## src/rtl/batchnorm_inverse_unscale_if.sv

```systemverilog
// Stream bundle for batchnorm_inverse_unscale: sample in (valid/ready) and
// recovered sample out (valid/ready with saturation flag).
interface batchnorm_inverse_unscale_if #(
  parameter int unsigned DATA_W = 8
);
  logic [DATA_W-1:0] in_data;
  logic              in_valid;
  logic              in_ready;
  logic [DATA_W-1:0] out_data;
  logic              out_sat;
  logic              out_valid;
  logic              out_ready;

  modport master (
    output in_data, in_valid, out_ready,
    input  in_ready, out_data, out_sat, out_valid
  );

  modport slave (
    input  in_data, in_valid, out_ready,
    output in_ready, out_data, out_sat, out_valid
  );
endinterface

```

## src/rtl/batchnorm_inverse_unscale.sv

```systemverilog
// Inverse batch-norm unscale: x = ((y - BETA) << FRAC) / GAMMA, computed with
// a bit-serial restoring divider (one quotient bit per cycle), saturated to DATA_W.
module batchnorm_inverse_unscale #(
  parameter int unsigned DATA_W = 8,
  parameter int unsigned FRAC   = 4,
  parameter int          GAMMA  = 1 << FRAC,
  parameter int          BETA   = 0
) (
  input  logic                         clk,
  input  logic                         rst,
  batchnorm_inverse_unscale_if.slave   bus
);

  localparam int unsigned DIFF_W = DATA_W + 1;
  localparam int unsigned NUM_W  = DATA_W + 1 + FRAC;
  localparam int unsigned REM_W  = NUM_W + 1;
  localparam int unsigned CNT_W  = $clog2(NUM_W);

  localparam logic [DIFF_W-1:0] BETA_X  = DIFF_W'(BETA);
  localparam logic [REM_W-1:0]  GAMMA_U = REM_W'(GAMMA);
  localparam logic [NUM_W-1:0]  POS_LIM = NUM_W'((2 ** (DATA_W - 1)) - 1);
  localparam logic [NUM_W-1:0]  NEG_LIM = NUM_W'(2 ** (DATA_W - 1));
  localparam logic [DATA_W-1:0] SAT_POS = {1'b0, {(DATA_W - 1){1'b1}}};
  localparam logic [DATA_W-1:0] SAT_NEG = {1'b1, {(DATA_W - 1){1'b0}}};

  // Elaboration-time guard on the divisor range.
  if (GAMMA <= 0) begin : g_gamma_low
    $error("batchnorm_inverse_unscale: GAMMA must be positive");
  end
  if (GAMMA >= (2 ** (DATA_W + FRAC))) begin : g_gamma_high
    $error("batchnorm_inverse_unscale: GAMMA exceeds 2^(DATA_W+FRAC)-1");
  end

  typedef enum logic [1:0] {
    S_IDLE = 2'd0,
    S_DIV  = 2'd1,
    S_DONE = 2'd2
  } state_e;

  state_e            state_q, state_d;
  logic [NUM_W-1:0]  num_q, num_d;
  logic [NUM_W-1:0]  rem_q, rem_d;
  logic [NUM_W-1:0]  quo_q, quo_d;
  logic [CNT_W-1:0]  cnt_q, cnt_d;
  logic              sign_q, sign_d;
  logic [DATA_W-1:0] out_data_q, out_data_d;
  logic              out_sat_q, out_sat_d;
  logic              out_valid_q, out_valid_d;

  // Operand preparation: sign-extended difference, scaled, split into sign/magnitude.
  logic [DIFF_W-1:0] diff_c;
  logic [NUM_W-1:0]  num_c;
  logic              sign_c;
  logic [NUM_W-1:0]  mag_c;

  always_comb begin
    diff_c = {bus.in_data[DATA_W-1], bus.in_data} - BETA_X;
    num_c  = {diff_c, {FRAC{1'b0}}};
    sign_c = num_c[NUM_W-1];
    mag_c  = sign_c ? ((~num_c) + NUM_W'(1)) : num_c;
  end

  // One restoring step plus saturation of the quotient it would complete.
  logic [REM_W-1:0]  rem_sh_c;
  logic [REM_W-1:0]  rem_sub_c;
  logic              q_bit_c;
  logic [NUM_W-1:0]  rem_nxt_c;
  logic [NUM_W-1:0]  quo_nxt_c;
  logic [DATA_W-1:0] res_c;
  logic              sat_c;

  always_comb begin
    rem_sh_c  = {rem_q, num_q[NUM_W-1]};
    rem_sub_c = rem_sh_c - GAMMA_U;
    q_bit_c   = (rem_sh_c >= GAMMA_U);
    rem_nxt_c = q_bit_c ? NUM_W'(rem_sub_c) : NUM_W'(rem_sh_c);
    quo_nxt_c = {quo_q[NUM_W-2:0], q_bit_c};
    res_c     = '0;
    sat_c     = 1'b0;
    if (sign_q) begin
      if (quo_nxt_c > NEG_LIM) begin
        res_c = SAT_NEG;
        sat_c = 1'b1;
      end else begin
        res_c = DATA_W'((~quo_nxt_c) + NUM_W'(1));
      end
    end else begin
      if (quo_nxt_c > POS_LIM) begin
        res_c = SAT_POS;
        sat_c = 1'b1;
      end else begin
        res_c = DATA_W'(quo_nxt_c);
      end
    end
  end

  // Next-state and register-next logic.
  always_comb begin
    state_d     = state_q;
    num_d       = num_q;
    rem_d       = rem_q;
    quo_d       = quo_q;
    cnt_d       = cnt_q;
    sign_d      = sign_q;
    out_data_d  = out_data_q;
    out_sat_d   = out_sat_q;
    out_valid_d = out_valid_q;
    unique case (state_q)
      S_IDLE: begin
        if (bus.in_valid) begin
          num_d   = mag_c;
          sign_d  = sign_c;
          rem_d   = '0;
          quo_d   = '0;
          cnt_d   = CNT_W'(NUM_W - 1);
          state_d = S_DIV;
        end
      end
      S_DIV: begin
        num_d = {num_q[NUM_W-2:0], 1'b0};
        rem_d = rem_nxt_c;
        quo_d = quo_nxt_c;
        cnt_d = cnt_q - CNT_W'(1);
        if (cnt_q == '0) begin
          out_data_d  = res_c;
          out_sat_d   = sat_c;
          out_valid_d = 1'b1;
          state_d     = S_DONE;
        end
      end
      S_DONE: begin
        if (bus.out_ready) begin
          out_valid_d = 1'b0;
          state_d     = S_IDLE;
        end
      end
      default: begin
        state_d     = S_IDLE;
        out_valid_d = 1'b0;
      end
    endcase
  end

  always_ff @(posedge clk) begin
    if (rst) begin
      state_q     <= S_IDLE;
      num_q       <= '0;
      rem_q       <= '0;
      quo_q       <= '0;
      cnt_q       <= '0;
      sign_q      <= 1'b0;
      out_data_q  <= '0;
      out_sat_q   <= 1'b0;
      out_valid_q <= 1'b0;
    end else begin
      state_q     <= state_d;
      num_q       <= num_d;
      rem_q       <= rem_d;
      quo_q       <= quo_d;
      cnt_q       <= cnt_d;
      sign_q      <= sign_d;
      out_data_q  <= out_data_d;
      out_sat_q   <= out_sat_d;
      out_valid_q <= out_valid_d;
    end
  end

  // in_ready decodes the state register only, so no in_* to out_* path exists.
  assign bus.in_ready  = (state_q == S_IDLE);
  assign bus.out_data  = out_data_q;
  assign bus.out_sat   = out_sat_q;
  assign bus.out_valid = out_valid_q;

endmodule

```

## src/flat_wrapper.sv

```systemverilog
// flat-port wrapper written by rule: the top's interface ports become plain ports
module batchnorm_inverse_unscale_flat 
#(
  parameter int unsigned DATA_W = 8,
  parameter int unsigned FRAC   = 4,
  parameter int          GAMMA  = 1 << FRAC,
  parameter int          BETA   = 0
)
  (clk, rst, bus_in_data, bus_in_valid, bus_out_ready, bus_in_ready, bus_out_data, bus_out_sat, bus_out_valid);
  batchnorm_inverse_unscale_if #(.DATA_W(DATA_W)) bus_i ();
  input  logic clk;
  input  logic rst;
  input wire logic [$bits(bus_i.in_data)-1:0] bus_in_data;
  input wire logic [$bits(bus_i.in_valid)-1:0] bus_in_valid;
  input wire logic [$bits(bus_i.out_ready)-1:0] bus_out_ready;
  output wire logic [$bits(bus_i.in_ready)-1:0] bus_in_ready;
  output wire logic [$bits(bus_i.out_data)-1:0] bus_out_data;
  output wire logic [$bits(bus_i.out_sat)-1:0] bus_out_sat;
  output wire logic [$bits(bus_i.out_valid)-1:0] bus_out_valid;
  assign bus_i.in_data = bus_in_data;
  assign bus_i.in_valid = bus_in_valid;
  assign bus_i.out_ready = bus_out_ready;
  assign bus_in_ready = bus_i.in_ready;
  assign bus_out_data = bus_i.out_data;
  assign bus_out_sat = bus_i.out_sat;
  assign bus_out_valid = bus_i.out_valid;
  batchnorm_inverse_unscale #(.DATA_W(DATA_W), .FRAC(FRAC), .GAMMA(GAMMA), .BETA(BETA)) u_core (.clk(clk), .rst(rst), .bus(bus_i));
endmodule
```

## config.mk

```make
export PLATFORM = sky130hd
export DESIGN_NAME = batchnorm_inverse_unscale_flat
export DESIGN_NICKNAME = d
export VERILOG_FILES = /design/src/rtl/batchnorm_inverse_unscale_if.sv /design/src/rtl/batchnorm_inverse_unscale.sv /design/src/flat_wrapper.sv
export SDC_FILE = /design/constraint.sdc
export NUM_CORES = 1
export LEC_CHECK = 0
export BUFFER_PORTS_ARGS = -buffer_cell sky130_fd_sc_hd__buf_2
export CORE_UTILIZATION = 62
export CTS_CLUSTER_DIAMETER = 80
export DETAILED_ROUTE_END_ITERATION = 16
export HOLD_SLACK_MARGIN = 0.06
export PLACE_DENSITY = 0.95
export SLEW_MARGIN = 20
export SYNTH_ARGS = -nofsm -noshare
export SYNTH_HDL_FRONTEND = slang
export SYNTH_SLANG_ARGS = --single-unit
```

## constraint.sdc

```tcl
create_clock -name clk -period 6.6 [get_ports clk]
set_input_delay 0.99 -clock clk [delete_from_list [all_inputs] [get_ports clk]]
set_output_delay 0.99 -clock clk [all_outputs]
set_load 0.05 [all_outputs]
```

# Yosys cells after proc, flatten, opt, wreduce, memory -nomap -nowiden
# Cells that the tools add are included.
totals:
  reg_bits: 55
  inputBits: 12
  out_inout_bits: 11
  word_cells: 54
classes:
  addsub: 4
  magnitude_cmp: 3
  n_eq_ne: 5
  mux: 22
  n_bitwise: 3
  n_reduce_logical: 8
op_table:
  columns: ["op", "n"]
  rows:
  - ["two-way mux 13 bit", 4]
  - ["case mux 13 bit (2 select lines)", 2]
  - ["two-way mux 8 bit", 3]
  - ["case mux 12 bit (2 select lines)", 1]
  - ["greater-or-equal comparator 14 x 5 -> 1 bit (second input constant)", 1]
  - ["adder 13 x 1 -> 13 bit (second input constant)", 1]
  - ["> comparator 13 x 7 -> 1 bit (second input constant)", 1]
  - ["> comparator 13 x 8 -> 1 bit (second input constant)", 1]
  - ["inverter 13 bit", 1]
  - ["subtractor 13 x 5 -> 13 bit (second input constant)", 1]
  - ["adder 8 x 1 -> 8 bit (second input constant)", 1]
  - ["inverter 8 bit", 1]
  - ["case mux 4 bit (2 select lines)", 1]
  - ["two-way mux 2 bit", 3]
  - ["case mux 2 bit (3 select lines)", 1]
  - ["AND reduction 2 bit", 3]
  - ["AND reduction 3 bit", 2]
  - ["two-way mux 1 bit", 5]
  - ["logical NOT 4 bit", 1]
  - ["two-way mux 4 bit", 1]
  - ["inequality test 2 bit (second input constant)", 2]
  - ["subtractor 4 x 1 -> 4 bit (second input constant)", 1]
  - ["case mux 1 bit (3 select lines)", 1]
  - ["equality test 2 x 1 -> 1 bit (second input constant)", 1]
  - ["other kinds (5)", 5]

# Depth between registers and ports, before layout
logic_depth:
  word_depth: 5
  depth_mapped: 11
  ltp_nobuf: 11

# Worst setup path after synthesis
# OpenSTA, ideal clock, no wires.
synth_path:
  path_kind: "register to register"
  start: "register u_core.rem_q[3]"
  end: "register u_core.out_data_q[2], in the netlist u_core.bus.out_data[2]"
  setup_ns: 0.088
  arrival_time_ns: 2.758
  t_required_ns: 6.512
  slack_ns: 3.754
  path_stages_with_launch: 12
  synth_period_minus_slack_ns: 2.846
  cell_sequence: "dfxtp_1 inv_1 ha_1 nor3b_1 o2111ai_2 inv_2 ha_1 or3b_4 o41ai_4 nand3_2 or3_1 a311oi_2"
synth_between:
  elab_chain_len: 5
synth_lines:
  columns: ["element", "line", "text"]
  rows:
  - ["start: declaration", "batchnorm_inverse_unscale.sv:42", "logic [NUM_W-1:0] rem_q, rem_d;"]
  - ["start signal: assignment", "batchnorm_inverse_unscale.sv:158", "rem_q <= rem_d;"]
  - ["greater-or-equal comparator 14 x 5 -> 1 bit *", "batchnorm_inverse_unscale.sv:75", "q_bit_c = (rem_sh_c >= GAMMA_U);"]
  - ["inverter 8 bit", "batchnorm_inverse_unscale.sv:85", "res_c = DATA_W'((~quo_nxt_c) + NUM_W'(1));"]
  - ["adder 8 x 1 -> 8 bit", "batchnorm_inverse_unscale.sv:85", null]
  - ["two-way mux 8 bit", "batchnorm_inverse_unscale.sv:81", "if (quo_nxt_c > NEG_LIM) begin"]
  - ["two-way mux 8 bit *", "batchnorm_inverse_unscale.sv:80", "if (sign_q) begin"]
  - ["end signal: assignment", "batchnorm_inverse_unscale.sv:162", "out_data_q <= out_data_d;"]
  - ["end: declaration", "batchnorm_inverse_unscale.sv:46", "logic [DATA_W-1:0] out_data_q, out_data_d;"]
# Every way passes the cells marked *; elsewhere a longest branch is shown, timed or not.
# A chain may end at the register's enable or synchronous reset.

# Final worst setup path
# Same ends and word-level chain as after synthesis.

==> flow_metrics.env <==
export IMPL_wl_met1_um=2330
export IMPL_status="complete, no violations"
export IMPL_hold_path_class="flop to flop"
export IMPL_syn_to_final_growth_pct=7.03
export IMPL_routed_wl_met2_um=2580
export IMPL_cts_sinks=51
export IMPL_antenna_found_initial=0
export IMPL_route_met3_wl_um=298
export IMPL_period_needed_ns=3.51
export IMPL_max_vdd_ir_drop_mv=0.250
export IMPL_syn_area_um2=2600
export IMPL_grt_pass1_vias=1952
export IMPL_drt_wl_total_um=5360
export IMPL_clock_latency_ns=0.31
export IMPL_drt_iter0_drc=167
export IMPL_fillers=326
export IMPL_rsz0062_at_grt="false"
export IMPL_cts_max_level=2
export IMPL_cp_data_required_time_ns=6.81
export IMPL_synthDistinctLibCells=55
export IMPL_ctsHoldBuffers=0
export IMPL_synth_flop_cell="dfxtp_1"
export IMPL_layout_commonest_cell="dfxtp_1"
export IMPL_post_cts_buffers=0
export IMPL_grt_pass1_wl_um=8720
export IMPL_crit_fanout=12
export IMPL_routed_via_density=6.21
export IMPL_synth_edf_count=0
export IMPL_setup_viol=0
export IMPL_gp_congestion=0.940
export IMPL_fin_crit_sh=0.532
export IMPL_topRoutingLayerUsed="met4"
export IMPL_gr_total_overflow=0
export IMPL_numCtsBuffers=5
export IMPL_drt_pass1_iter_count=4
export IMPL_ys_seq_elements=51
export IMPL_portBuffers=22
export IMPL_worst_pin_slew_ns=0.842
export IMPL_async_reset_ff_frac=0
export IMPL_grt_usage=0.262
export IMPL_initial_core_util=0.649
export IMPL_ant_nets=0
export IMPL_nNetsFinal=326
export IMPL_maxSlewViolCount=0
export IMPL_floorplan_rows=23
export IMPL_wire_per_inst_um=14.9
export IMPL_dieArea_um2=4450
export IMPL_io_pins=23
export IMPL_cts_buffer_depth=2
export IMPL_drive_gt1_frac=0.159
export IMPL_clk_pin_slew_ns=0.10
export IMPL_max_freq_ghz=0.285
export IMPL_hold_viol_final=0
export IMPL_end_kind="flop"
export IMPL_holdWs_ns=0.469
export IMPL_die_h_um=66.7
export IMPL_powerDensity_nw_per_um2=515
export IMPL_slew_headroom=0.439
export IMPL_syn_area_per_cell_um2=8.72
export IMPL_cts_root_buf="clkbuf_8"
export IMPL_p_leak_nw=1.05
export IMPL_die_w_um=66.7
export IMPL_dp_hpwl_um=3600
export IMPL_coreArea_um2=4000
export IMPL_synthCells=298
export IMPL_cts_tree="yes"
export IMPL_drc=0
export IMPL_ys_warn_count=0
export IMPL_skew_ns=0.0114
export IMPL_syn_nets=316
export IMPL_seqCellArea_um2=1020
export IMPL_crit_type="flop to flop"
export IMPL_startpoint_type="flop"
export IMPL_num_vias=2228
export IMPL_critPathArrivalTime_ns=3.72
export IMPL_diodes=0
export IMPL_reg2reg_slack_ns=3.09
export IMPL_multiInputGateArea_um2=1410
export IMPL_setup_tns_ns=0
export IMPL_ys_seq_area_frac=0.393
export IMPL_cts_repair_resized=0
export IMPL_cap_violations=0
export IMPL_final_cell_mix="dfxtp_1, nor2_1, buf_2"
export IMPL_grt_max_degree=47
## layer usage
layer | track usage | up-vias
li1 | - | 1101
met1 | 0.324 | 1034
met2 | 0.419 | 79
met3 | 0.0634 | 14
met4 | 0.133 | 0
met5 | 0 | -
## state kept, by name (all words and copies together) (netlist names)
register and cells:
u_core.rem_q 13, u_core.bus.out_sat 1, u_core.num_q 9, u_core.bus.out_valid 1, u_core.sign_q 1, u_core.state_q 2
u_core.quo_q 12, u_core.bus.out_data 8, u_core.cnt_q 4
## stage by stage
stage / area, um^2 / std cells / setup WS, ns / utilization / total power, mW
6_report: 2780 / 359 / 3.09 / 0.695 / 1.43
5_1_grt: 2780 / 359 / 2.85 / 0.695 / 1.53
2_1_floorplan: 2600 / 298 / 3.75 / - / 1.05
3_3_place_gp: 2660 / 351 / 3.35 / 0.665 / 1.16
4_1_cts: 2780 / 359 / 3.12 / 0.695 / 1.43
3_5_place_dp: 2660 / 351 / 3.16 / 0.665 / 1.19
## worst paths after layout
kind | endpoint | start | depth (start not counted)
worst max-delay path | u_core.bus.out_data[2]$_SDFFE_PP0P_ | u_core.rem_q[3]$_SDFFE_PP0P_ | 11
worst min-delay path | u_core.num_q[9]$_SDFFE_PP0P_ | u_core.num_q[8]$_SDFFE_PP0P_ | 2
worst max register to register | u_core.bus.out_data[2]$_SDFFE_PP0P_ | u_core.rem_q[3]$_SDFFE_PP0P_ | 11
worst min register to register | u_core.num_q[9]$_SDFFE_PP0P_ | u_core.num_q[8]$_SDFFE_PP0P_ | 2
## synth_stat cells, types with 3 or more instances
| master | instances | share of area |
|---|---|---|
| xnor2_1 | 9 | 0.030 |
| dfxtp_1 | 51 | 0.39 |
| nor4_1 | 3 | 0.0072 |
| nand2_1 | 18 | 0.026 |
| a222oi_1 | 5 | 0.019 |
| or3_1 | 3 | 0.0072 |
| nand2b_1 | 3 | 0.0072 |
| a22o_1 | 7 | 0.024 |
| nor4b_1 | 3 | 0.010 |
| a22oi_1 | 17 | 0.049 |
| clkbuf_1 | 13 | 0.019 |
| a211oi_1 | 5 | 0.014 |
| nor3_1 | 9 | 0.017 |
| a21oi_1 | 15 | 0.029 |
| nor3b_1 | 4 | 0.012 |
| xor2_1 | 3 | 0.010 |
| inv_1 | 11 | 0.016 |
| ha_1 | 6 | 0.029 |
| nand3_1 | 6 | 0.012 |
| nor2_1 | 46 | 0.066 |
| o21ai_0 | 6 | 0.012 |
| and4_1 | 3 | 0.010 |
| a311oi_2 | 3 | 0.017 |
| nor2b_1 | 3 | 0.0072 |
| and2_1 | 3 | 0.0072 |
| a31oi_1 | 3 | 0.0072 |
## critical path: stages (launching register included)
cell and delay, ns:
dfxtp_1 0.36, inv_1 0.10, ha_1 0.22, nor3b_1 0.45, o2111ai_2 0.44, inv_2 0.15, ha_1 0.20, or3b_4 0.40
o41ai_4 0.33, nand3_2 0.15, or3_1 0.34, a311oi_2 0.27
## area by class of cell
class / count / share of cell area
Tap cell: 50 / 0.0225
Sequential cell: 51 / 0.367
Clock inverter: 2 / 0.0140
Timing Repair Buffer: 24 / 0.0450
Multi-Input combinational cell: 214 / 0.505
Inverter: 12 / 0.0162
Clock buffer: 6 / 0.0297
## power by group
part / internal [mW] / switching (mW)
Clock: 0.125 / 0.104
Combinational: 0.343 / 0.455
Sequential: 0.355 / 0.0509
## cells by family after synthesis
| family | after synthesis | synth area share |
|---|---|---|
| compound gates | 77 | 0.231 |
| simple gates | 117 | 0.231 |
| mux | 2 | 0.00819 |
| xor+xnor | 12 | 0.0405 |
| buf+inv | 33 | 0.0670 |
| flops | 51 | 0.393 |
| fa+ha+maj | 6 | 0.0289 |
Note: power is estimated with default switching activity, not from simulation.
